===== src/rtl/updn_ctrl_pkg.sv =====
// Shared definitions for the up/down count sequencer: FSM state encoding
// and direction constants used by the sequencer and its counter core.
package updn_ctrl_pkg;

  typedef enum logic [1:0] {
    ST_IDLE = 2'd0,
    ST_LOAD = 2'd1,
    ST_RUN  = 2'd2,
    ST_DONE = 2'd3
  } state_t;

  localparam logic MODE_UP   = 1'b1;
  localparam logic MODE_DOWN = 1'b0;

endpackage


===== src/rtl/updn_counter_core.sv =====
// Modulo-(limit+1) up/down counter with a one-cycle registered wrap flag.
// load has priority over step; clr clears both count and wrap.
module updn_counter_core #(
  parameter int WIDTH = 4
) (
  input  logic             clk,
  input  logic             clr,
  input  logic             load,
  input  logic             step,
  input  logic             mode,
  input  logic [WIDTH-1:0] limit,
  output logic [WIDTH-1:0] count,
  output logic             wrap
);
  import updn_ctrl_pkg::*;

  logic [WIDTH-1:0] r_count;
  logic             r_wrap;

  // NOTE: sequential state uses nonblocking (<=) so every register samples pre-edge values.
  always_ff @(posedge clk) begin
    if (clr) begin
      r_count <= '0;
      r_wrap  <= 1'b0;
    end else begin
      r_wrap <= 1'b0;
      if (load) begin
        r_count <= (mode == MODE_UP) ? '0 : limit;
      end else if (step) begin
        if (mode == MODE_UP) begin
          if (r_count == limit) begin
            r_count <= '0;
            r_wrap  <= 1'b1;
          end else begin
            r_count <= r_count + WIDTH'(1);
          end
        end else begin
          // limit == 0 lands here every step, so count stays 0 and wrap pulses
          if (r_count == '0) begin
            r_count <= limit;
            r_wrap  <= 1'b1;
          end else begin
            r_count <= r_count - WIDTH'(1);
          end
        end
      end
    end
  end

  assign count = r_count;
  assign wrap  = r_wrap;

endmodule


===== src/rtl/updn_count_sequencer.sv =====
// Command-driven sequencer: accepts {mode, limit, steps}, loads the counter
// core, issues the requested number of steps, then pulses done.
module updn_count_sequencer #(
  parameter int WIDTH   = 4,
  parameter int STEPS_W = 8
) (
  input  logic               clk,
  input  logic               clr,
  input  logic               cmd_valid,
  output logic               cmd_ready,
  input  logic               cmd_mode,
  input  logic [WIDTH-1:0]   cmd_limit,
  input  logic [STEPS_W-1:0] cmd_steps,
  input  logic               abort,
  output logic [WIDTH-1:0]   count,
  output logic               busy,
  output logic               wrap,
  output logic               done
);
  import updn_ctrl_pkg::*;

  state_t             r_state;
  logic               r_mode;
  logic [WIDTH-1:0]   r_limit;
  logic [STEPS_W-1:0] r_steps;
  logic               r_done;
  logic               w_load;
  logic               w_step;

  // abort suppresses the datapath action of the aborting cycle so count holds
  assign w_load = (r_state == ST_LOAD) && !abort;
  assign w_step = (r_state == ST_RUN)  && !abort;

  updn_counter_core #(.WIDTH(WIDTH)) u_core (
    .clk   (clk),
    .clr   (clr),
    .load  (w_load),
    .step  (w_step),
    .mode  (r_mode),
    .limit (r_limit),
    .count (count),
    .wrap  (wrap)
  );

  always_ff @(posedge clk) begin
    if (clr) begin
      r_state <= ST_IDLE;
      r_mode  <= MODE_UP;
      r_limit <= '0;
      r_steps <= '0;
      r_done  <= 1'b0;
    end else begin
      r_done <= 1'b0;
      case (r_state)
        ST_IDLE: begin
          if (cmd_valid && cmd_ready) begin
            r_mode  <= cmd_mode;
            r_limit <= cmd_limit;
            r_steps <= cmd_steps;
            r_state <= ST_LOAD;
          end
        end
        ST_LOAD: begin
          if (abort) begin
            r_state <= ST_IDLE;
          end else if (r_steps == '0) begin
            r_state <= ST_DONE;
            r_done  <= 1'b1;
          end else begin
            r_state <= ST_RUN;
          end
        end
        ST_RUN: begin
          if (abort) begin
            r_state <= ST_IDLE;
          end else begin
            r_steps <= r_steps - STEPS_W'(1);
            if (r_steps == STEPS_W'(1)) begin
              r_state <= ST_DONE;
              r_done  <= 1'b1;
            end
          end
        end
        ST_DONE: r_state <= ST_IDLE;
        default: r_state <= ST_IDLE;
      endcase
    end
  end

  // ready is gated by clr combinationally so no handshake is offered during reset
  assign cmd_ready = (r_state == ST_IDLE) && !clr;
  assign busy      = (r_state == ST_LOAD) || (r_state == ST_RUN);
  assign done      = r_done;

endmodule


===== config.mk =====
export PLATFORM = sky130hd
export DESIGN_NAME = updn_count_sequencer
export DESIGN_NICKNAME = d
export VERILOG_FILES = /design/src/rtl/updn_ctrl_pkg.sv /design/src/rtl/updn_counter_core.sv /design/src/rtl/updn_count_sequencer.sv
export SDC_FILE = /design/constraint.sdc
export NUM_CORES = 1
export LEC_CHECK = 0
export BUFFER_PORTS_ARGS = -buffer_cell sky130_fd_sc_hd__buf_2
export CAP_MARGIN = 20
export CORE_MARGIN = 4
export CORE_UTILIZATION = 62
export CTS_BUF_LIST = sky130_fd_sc_hd__clkbuf_8
export CTS_CLUSTER_SIZE = 10
export DETAILED_ROUTE_END_ITERATION = 7
export PLACE_DENSITY = 0.87
export SLEW_MARGIN = 30
export SYNTH_ARGS = -nofsm -noshare
export SYNTH_HDL_FRONTEND = slang
export SYNTH_SLANG_ARGS = --single-unit

===== constraint.sdc =====
create_clock -name clk -period 3.94 [get_ports clk]
set_input_delay 0.591 -clock clk [delete_from_list [all_inputs] [get_ports clk]]
set_output_delay 0.591 -clock clk [all_outputs]
set_load 0.02 [all_outputs]

==> results.md <==
- The core region is 0.00221 mm2.
- The critical path required time is 4.13 ns.
- In the layout the commonest cells are sky130_fd_sc_hd__buf_2 (24), sky130_fd_sc_hd__dfxtp_1 (21), sky130_fd_sc_hd__a21oi_1 (19), sky130_fd_sc_hd__nor2_1 (15), sky130_fd_sc_hd__nand2_1 (11).
- The hold-critical path endpoint is r_limit[0].
- At the pin with the least slew margin, the transition time is 0.742 ns.
- The number of gates given a new drive strength after cts is 0.
- Setup total negative slack on the finished layout was measured at 0 ns.
- The worst hold path belongs to the class reg2reg.
- Once placement completed, the tool counted placed cells totaling 222.
- The initial antenna violation count is 0.
- Of the synthesized area, sequential elements account for 29.4%.
- The type of the worst setup path is reg2reg.
- Counting distinct cell types in the post-synthesis netlist gives 44.
- The congestion estimate from routability-driven global placement came to 0.894.
- Along the worst path, the maximum fanout reaches 25.
- The startpoint identified for the worst register-to-register timing path is r_state[0].
- Once the floorplan was initialized, standard cells occupied 64.7% of the core.
- The clock-pin transition on the worst setup and hold timing paths is 0.08 ns.
- On the worst path, the slowest cell contributes a delay of 0.65 ns.
- STA classifies the critical path startpoint as a flop.
- The cell count after synthesis came out at 182.
- In this run the power density over the cells is 391 mW/mm2.
- The worst path uses 60.0% of the clock period.
- After detailed routing, the average wire length per cell comes to 14.5 um.
- The cell area that synthesis handed to floorplanning was 0.00143 mm2.
- Yosys mapped a number of flops with a built-in enable equal to 0.
- Setup violations remaining at the end of the flow were counted as 0.
- The number of violations of the max-capacitance limit is 0.
- The cell type with the largest total area after synthesis is sky130_fd_sc_hd__dfxtp_1.
- The via count of the first global-routing pass is 1289.
- The CTS tree is built.
- The maximum vdd drop is 0.000295 V.
- The cell count of the worst hold path is 2.
- The total die area is 0.00314 mm2.
- The clock period minus worst slack is 2.37 ns.
- The count of buffering cells on the critical path with inverters included is 1.
- Compared with the post-synthesis result, the final layout area differs by 9.27%.
- The number of cells on the worst reg-to-reg path is 6.
- The setup skew after layout is 0.00182 ns.
- The instance area at placement is 0.00152 mm2.
- The remaining global-route overflow is 0.
- The flow ran to the end, and the final reports show no timing, DRC or antenna violations.
- The count of final hold-check violations was 0.
- The proportion of synthesized flip-flops having asynchronous set or reset is 0%.
- The leading register cell type out of synthesis is sky130_fd_sc_hd__dfxtp_1.
- The per-instance average area after synthesis is 7.86 um2.
- The overall die height is 56.1 um.
- At the placement stage, the worst setup path has a slack of 1.61 ns.
- The synthesis-stage register bit count is 21.
- For this block, the routed nets add up to 3.27 mm of wire.
- For this run, the total global-route usage over all layers was measured as 21.9%.
- The first routing iteration left 60 violations.
- The synthesized design devotes to its leading area cell type 29.4% of total area.
- Counting every sink on the clock net gives 21.
- The source of the worst hold timing path is r_limit[0].
- Detailed routing inserted a total of 1383 vias.
- The number of buffers inserted to repair setup after CTS is 0.
- Summed over all cells, the static leakage comes to 0.672 nW.
- The worst setup path is captured at a flop.
- Row generation in the floorplan step produced 17 rows.
- Cells with a size suffix above 1 make up 15.7% of the layout.
- The number of cells in the finished layout apart from fillers is 226.
- The clock insertion delay at the later pin of the skew report is 0.26 ns.
- The relative slew slack is 50.6%.
- The clock passes through at most 2 buffers.
- The endpoint identified for the worst register-to-register timing path is r_steps[0].
- Summing all non-filler instances in the final layout gives an area of 0.00156 mm2.
- The worst-case register-to-register setup slack is 1.57 ns.
- The cell type group with the largest total delay on the critical path is simple AND/OR/NAND/NOR gates.
- The worst path meets setup with 1.57 ns of slack.
- The first global-routing pass estimated 5.58 mm of wire.
- The most common cell after layout, fill and taps aside is sky130_fd_sc_hd__buf_2.
- The worst-path cell with the longest stage delay is sky130_fd_sc_hd__ha_1.
- The overall power consumption is 0.612 mW.
- The max-slew violation total from the final report is 0.
- Once detailed placement completed, the half-perimeter wirelength came to 2.37 mm.
- For this run, the post-layout net count is 225.
- The critical path goes through inv_1, ha_1, nand2b_1, a22o_1, or3_1, a21oi_1.
- The number of iterations in the first detailed-routing pass is 4.
- Data arrives at the worst endpoint at 2.56 ns.
- In the post-synthesis netlist, the biggest area contributors are sky130_fd_sc_hd__dfxtp_1 (29%), sky130_fd_sc_hd__ha_1 (7.9%), sky130_fd_sc_hd__a21oi_1 (6.6%).
- The number of hold buffers added after CTS was 0.
- Buffers placed on the I/O ports in this run total 24.
- Measured along the x axis, the die boundary spans 56.1 um.
- The total number of yosys warnings is 0.
- The average via count per standard cell is 6.12.
- In this run the number of H-tree levels came out at 1.
- In this run, CTS created clock tree buffers numbering 3.
- The cell sitting at the root of the clock tree is a sky130_fd_sc_hd__clkbuf_8.
- The timing-limited maximum frequency is 423 MHz.
- After detailed routing, the number of remaining DRC violations is 0.
- Setup repair after global routing left no endpoint under its margin.
- The total inserted antenna cells is 0.
- In this run the remaining antenna-violating nets after routing total 0.
- The I/O pin count is 25.
- The largest net degree at the start of global routing is 26.
- The number of nets in the synthesized netlist is 208.
==> worst min-delay path, stage by stage, from the launching register on <==
cell and delay [ns]:
sky130_fd_sc_hd__dfxtp_1 0.33, sky130_fd_sc_hd__nand2_1 0.06, sky130_fd_sc_hd__a21oi_1 0.05
==> state kept, by name (all words and copies together) (netlist names) <==
name,flops
r_steps,8
r_limit,4
u_core.count,4
r_state,2
done,1
r_mode,1
u_core.wrap,1
==> final cells by class <==
cell class | count | area, um2
Timing Repair Buffer | 24 | 120
Clock buffer | 3 | 41.3
Multi-Input combinational cell | 140 | 910
Tap cell | 28 | 35.0
Fill cell | 198 | 648
Sequential cell | 21 | 420
Inverter | 9 | 33.8
Clock inverter | 1 | 3.75
==> cell usage after synthesis (all sizes together), types with 2 or more instances <==
| cell | instances |
|---|---|
| a211oi | 4 |
| a21o | 4 |
| a21oi | 20 |
| a311oi | 3 |
| a31oi | 3 |
| buf | 6 |
| clkbuf | 6 |
| dfxtp | 21 |
| ha | 9 |
| inv | 9 |
| nand2 | 11 |
| nand2b | 10 |
| nand3 | 10 |
| nand3b | 2 |
| nand4 | 2 |
| nor2 | 15 |
| nor2b | 6 |
| nor3 | 5 |
| nor4 | 5 |
| nor4b | 2 |
| o21ai | 6 |
| o21bai | 2 |
| o22ai | 2 |
| or3 | 2 |
| xor2 | 5 |
==> how the worst max path moves through the flow <==
stage | from | to | cells after the start
after floorplan | u_core.count[0] | u_core.count[3] | 8
after global placement | r_state[0] | r_steps[0] | 6
after detailed placement | r_state[0] | r_steps[0] | 6
after CTS | r_state[0] | r_steps[0] | 6
after global routing | r_state[0] | r_steps[0] | 6
final | r_state[0] | r_steps[0] | 6
==> through the flow <==
step / hold slack, ns / utilization [%]
after CTS: 0.489 / 70.7
after global placement: 0.473 / 68.7
final: 0.488 / 70.7
after global routing: 0.521 / 70.7
after floorplan: 0.449 / -
after detailed placement: 0.478 / 68.7
==> metal layers <==
metal  vias to the layer above  track usage [%]  wire length, um
met4                         0             8.81               27
li1                        688                -                -
met2                        43             36.4             1580
met1                       650             27.4             1480
met3                         2             4.18              182
met5                         -                0                0
==> report_power, final <==
part | total [mW] | switching [mW] | internal (mW)
Sequential | 0.261 | 0.0289 | 0.232
Clock | 0.141 | 0.0716 | 0.0695
Combinational | 0.210 | 0.124 | 0.0859
Total | 0.612 | 0.225 | 0.387
==> cell families (layout without fill, tap and decap cells) <==
family | count (synthesis) | in the layout | share of synthesized area, %
AND/OR/NAND/NOR | 73 | 73 | 28.6
AO/OA/AOI/OAI | 53 | 53 | 24.0
XOR/XNOR | 5 | 5 | 3.06
flip-flops | 21 | 21 | 29.4
buffers and inverters | 21 | 37 | 7.08
adder cells (fa/ha/maj) | 9 | 9 | 7.87
(Power assumes the default switching activity.)
